[config.mk]
export PLATFORM = sky130hd
export DESIGN_NAME = mux4_rr_arbiter
export DESIGN_NICKNAME = d
export VERILOG_FILES = /design/src/rtl/mux4_rr_arbiter.sv
export SDC_FILE = /design/constraint.sdc
export NUM_CORES = 1
export LEC_CHECK = 0
export CAP_MARGIN = 20
export CORE_UTILIZATION = 35
export DETAILED_ROUTE_END_ITERATION = 8
export PLACE_DENSITY_LB_ADDON = 0.1
export SYNTH_ARGS = -nofsm -noshare
export SYNTH_HDL_FRONTEND = slang
export SYNTH_SLANG_ARGS = --single-unit
[constraint.sdc]
create_clock -name clk_i -period 1.5 [get_ports clk_i]
set_input_delay 0.225 -clock clk_i [delete_from_list [all_inputs] [get_ports clk_i]]
set_output_delay 0.225 -clock clk_i [all_outputs]
set_load 0.01 [all_outputs]
[src/rtl/mux4_rr_arbiter.sv]
// Round-robin arbiter for a shared 4:1 mux. Grants one requester at a time,
// drives the mux select and preempts an owner that has held the mux for
// MAX_HOLD cycles while someone else is waiting.
module mux4_rr_arbiter #(
  parameter int unsigned MAX_HOLD = 8,  // 0 disables the hold limit
  parameter int unsigned CNT_W    = 4   // must satisfy 2**CNT_W > MAX_HOLD
) (
  input  logic       clk_i,
  input  logic       rst_i,
  input  logic [3:0] req_i,
  output logic [3:0] gnt_o,
  output logic [1:0] sel_o,
  output logic       valid_o,
  output logic       gnt_chg_o
);

  typedef enum logic [0:0] {StIdle, StBusy} state_e;

  localparam logic [CNT_W-1:0] HoldLim = CNT_W'(MAX_HOLD);
  localparam bit               NoLimit = (MAX_HOLD == 0);

  state_e           state_q, state_d;
  logic [3:0]       gnt_q, gnt_d;
  logic [1:0]       sel_q, sel_d;
  logic [1:0]       ptr_q, ptr_d;
  logic [CNT_W-1:0] hold_q, hold_d;
  logic             chg_q, chg_d;

  logic [2:0] win_idle, win_rot;  // {found, index}
  logic [1:0] rot_ptr;
  logic       others_pending;
  logic       grant_en;
  logic [1:0] grant_idx;

  // First requester at or after base, wrapping; the lowest offset wins.
  function automatic logic [2:0] pick(input logic [3:0] r, input logic [1:0] base);
    logic [1:0] idx;
    pick = 3'b000;
    for (int k = 3; k >= 0; k--) begin
      idx = base + 2'(k);
      if (r[idx]) pick = {1'b1, idx};
    end
  endfunction

  // Candidate winners: from the resting pointer, and from just past the owner.
  always_comb begin
    rot_ptr        = sel_q + 2'd1;
    win_idle       = pick(req_i, ptr_q);
    win_rot        = pick(req_i, rot_ptr);
    others_pending = |(req_i & ~gnt_q);
  end

  // Next-state logic: idle arbitration, release handover, hold-limit preemption.
  always_comb begin
    state_d   = state_q;
    gnt_d     = gnt_q;
    sel_d     = sel_q;
    ptr_d     = ptr_q;
    hold_d    = hold_q;
    chg_d     = 1'b0;
    grant_en  = 1'b0;
    grant_idx = 2'd0;

    unique case (state_q)
      StIdle: begin
        if (win_idle[2]) begin
          grant_en  = 1'b1;
          grant_idx = win_idle[1:0];
        end
      end
      StBusy: begin
        if (!req_i[sel_q]) begin
          // Owner released: rotate past it and hand over without a bubble.
          ptr_d = rot_ptr;
          if (win_rot[2]) begin
            grant_en  = 1'b1;
            grant_idx = win_rot[1:0];
          end else begin
            state_d = StIdle;
            gnt_d   = 4'b0000;
          end
        end else if (!NoLimit && (hold_q == HoldLim)) begin
          // Hold limit reached: preempt only if someone else is waiting.
          if (others_pending) begin
            ptr_d     = rot_ptr;
            grant_en  = 1'b1;
            grant_idx = win_rot[1:0];
          end
        end else if (NoLimit ? (hold_q != '1) : (hold_q < HoldLim)) begin
          hold_d = hold_q + CNT_W'(1);
        end
      end
      default: begin
        state_d = StIdle;
        gnt_d   = 4'b0000;
      end
    endcase

    if (grant_en) begin
      state_d = StBusy;
      gnt_d   = 4'b0001 << grant_idx;
      sel_d   = grant_idx;
      hold_d  = CNT_W'(1);
      chg_d   = 1'b1;
    end
  end

  // State registers with synchronous reset.
  always_ff @(posedge clk_i) begin
    if (rst_i) begin
      state_q <= StIdle;
      gnt_q   <= 4'b0000;
      sel_q   <= 2'd0;
      ptr_q   <= 2'd0;
      hold_q  <= '0;
      chg_q   <= 1'b0;
    end else begin
      state_q <= state_d;
      gnt_q   <= gnt_d;
      sel_q   <= sel_d;
      ptr_q   <= ptr_d;
      hold_q  <= hold_d;
      chg_q   <= chg_d;
    end
  end

  assign gnt_o     = gnt_q;
  assign sel_o     = sel_q;
  assign valid_o   = |gnt_q;
  assign gnt_chg_o = chg_q;

endmodule
==> impl_metrics.json <==
{
  "final_cell_mix": "buf_4, nand2b_1, nor2_1",
  "ir_drop_mv": 0.6067,
  "gp_congestion": 0.7660,
  "finalCritPeriodShare": 1.079,
  "layout.nets": 155,
  "ys_types": 40,
  "syn_avg_cell_area_um2": 9.305,
  "crit_type": "reg2reg",
  "die_h_um": 54.33,
  "clock_sink_count": 14,
  "max_cap_violations": 0,
  "worst_slew_pin_slew_ps": 347.6,
  "tritoncts": "done",
  "drive_gt1_frac": 0.5137,
  "rsz0062_at_grt": "yes",
  "coreArea_mm2": 0.002522,
  "setup_tns_ps": -826.6,
  "drt_iter0_markers": 11,
  "yosys_register_bits": 14,
  "drt_pass1_iterations": 4,
  "status": "finished with violations",
  "drcViolationCount": 0,
  "grt_max_degree": 10,
  "cts_buffers": 3,
  "start_kind": "flop",
  "fin_crit_ps": 1619,
  "slew_violations": 0,
  "crit_start": "hold_q[0]",
  "die_w_um": 54.33,
  "yosys_warnings": 0,
  "grt_pass1_wl_um": 3788,
  "gr-usage-all-layers": 0.1798,
  "ctsRootBufferMaster": "clkbuf_4",
  "num_vias": 893,
  "worst_hold_slack_ps": 522.9,
  "syn_to_final_growth_pct": 52.09,
  "violations": "setup timing",
  "final_antenna_net_count": 0,
  "hold_start": "sel_o[1]",
  "finalSetupViolations": 9,
  "clock_path_buffers": 2,
  "antenna_found_initial": 0,
  "critPathArrivalTime_ps": 1790,
  "skew_ps": 10.73,
  "fmax_mhz": 617.8,
  "hold_class": "reg2reg",
  "end_kind": "flop",
  "ys_seq_area_frac": 0.2924,
  "path_clk_slew_ps": 90,
  "row_count": 18,
  "wl_per_cell_um": 13.38,
  "wl_um": 2355,
  "syn_area_um2": 958.4,
  "die_area_mm2": 0.002952,
  "layout_commonest_cell": "buf_4",
  "r2r-start": "hold_q[0]",
  "vias_per_cell": 5.074,
  "grt_overflow": 0,
  "relSlewSlack": 0.7673,
  "timing.final.hold_violations": 0,
  "dpl.hpwl_um": 1805,
  "first_global_vias": 820,
  "io_buffers": 13,
  "initial_core_util": 0.3800,
  "finalWorstSetupSlack_ps": -118.7,
  "synth_cells": 103,
  "syn-num-nets": 111,
  "ctsHoldBuffers": 0,
  "power.leakage_nw": 0.6008,
  "nFillCells": 238,
  "boundaryPins": 14,
  "num_antenna_cells": 0,
  "clock_latency_ps": 280,
  "ctsHtreeMaxLevel": 1,
  "power_density_mw_per_mm2": 831.0,
  "cp.required_ps": 1670,
  "critPathMaxFanout": 5,
  "power_mw": 1.211
}
## area by class of cell
class / count / area [µm²] / share of cell area
clock buffers: 4 / 36.28 / 0.02489
flip-flops and latches: 14 / 292.8 / 0.2009
inverters: 5 / 18.77 / 0.01288
multi-input cells: 76 / 686.9 / 0.4712
well taps: 30 / 37.54 / 0.02575
repair buffers: 47 / 385.4 / 0.2644
## worst paths after layout
check,cells after the start,end,slack (ps)
worst min register to register,2,sel_o[1],520
worst max register to register,8,gnt_o[3],-120
worst max-delay path,8,gnt_o[3],-120
worst min-delay path,2,sel_o[1],520
## state kept, by name (all words and copies together) (netlist names)
register,cells
ptr_q,2
gnt_o,4
sel_o,2
hold_q,4
gnt_chg_o,1
state_q,1
## worst max-delay path, stage by stage, from the launching register on
cell	delay, ps
dfxtp_2	340
inv_2	40
ha_4	140
nand3b_1	150
a41oi_4	70
a21oi_4	260
o22a_2	230
inv_2	50
a32o_1	240
## where the power goes
part	leakage [nW]	internal (mW)	switching, mW
combinational	0.462	0.283	0.227
sequential	0.118	0.406	0.0327
clock	0.0210	0.147	0.115
total	0.601	0.837	0.375
## per-layer routing
layer | share of wire | vias to the layer above | GRT usage | wire (µm)
met3 | 0.035 | 2 | 0.04444 | 82
li1 | - | 451 | - | -
met1 | 0.48 | 425 | 0.2446 | 1121
met2 | 0.48 | 15 | 0.2846 | 1137
met4 | 0.0059 | 0 | 0.03846 | 14
met5 | 0 | - | 0 | 0
## metrics by stage
step | area [µm²] | util | std cells | worst slack, ps
5_1_grt | 1458 | 0.5779 | 176 | -187.1
2_1_floorplan | 997.2 | - | 103 | -86.02
4_1_cts | 1406 | 0.5575 | 174 | -108.3
3_5_place_dp | 1306 | 0.5179 | 166 | -601.3
3_3_place_gp | 1306 | 0.5179 | 166 | -587.6
6_report | 1458 | 0.5779 | 176 | -118.7
## synthesized netlist by cell type, drive strengths merged
library cell,n,share of area
ha,2,0.026
mux4,1,0.023
a31oi,1,0.0065
xnor2,3,0.027
nand3b,2,0.016
or2,1,0.0091
o221ai,1,0.0091
nand2b,10,0.065
inv,5,0.020
a22o,2,0.018
o32ai,1,0.017
and2,1,0.0091
nor3,2,0.010
a21oi,9,0.059
buf,7,0.068
dfxtp,14,0.29
a41oi,2,0.038
xor2,1,0.0091
a32o,1,0.010
nor3b,2,0.021
or4,1,0.0078
nor4,2,0.035
o22a,1,0.010
clkbuf,1,0.0039
nor2,12,0.047
mux2i,1,0.010
o211ai,1,0.0078
o22ai,1,0.021
a211oi,2,0.016
mux2,2,0.031
nor2b,2,0.013
a21o,1,0.0078
o21ai,2,0.010
nand2,6,0.023
## cells by family after synthesis
group,share of synthesized area
AO/OA/AOI/OAI,0.2311
adder cells (fa/ha/maj),0.02611
AND/OR/NAND/NOR,0.2572
multiplexers,0.06527
XOR/XNOR,0.03656
buffers and inverters,0.09137
flip-flops,0.2924
## what timing repair did
item	in CTS	in global routing
gates resized for setup	25	12
buffers inserted	3	2
pin swaps	7	7
gates cloned	1	0
setup endpoints to repair	17	13
No activity file was read; power rests on OpenSTA's default activity.
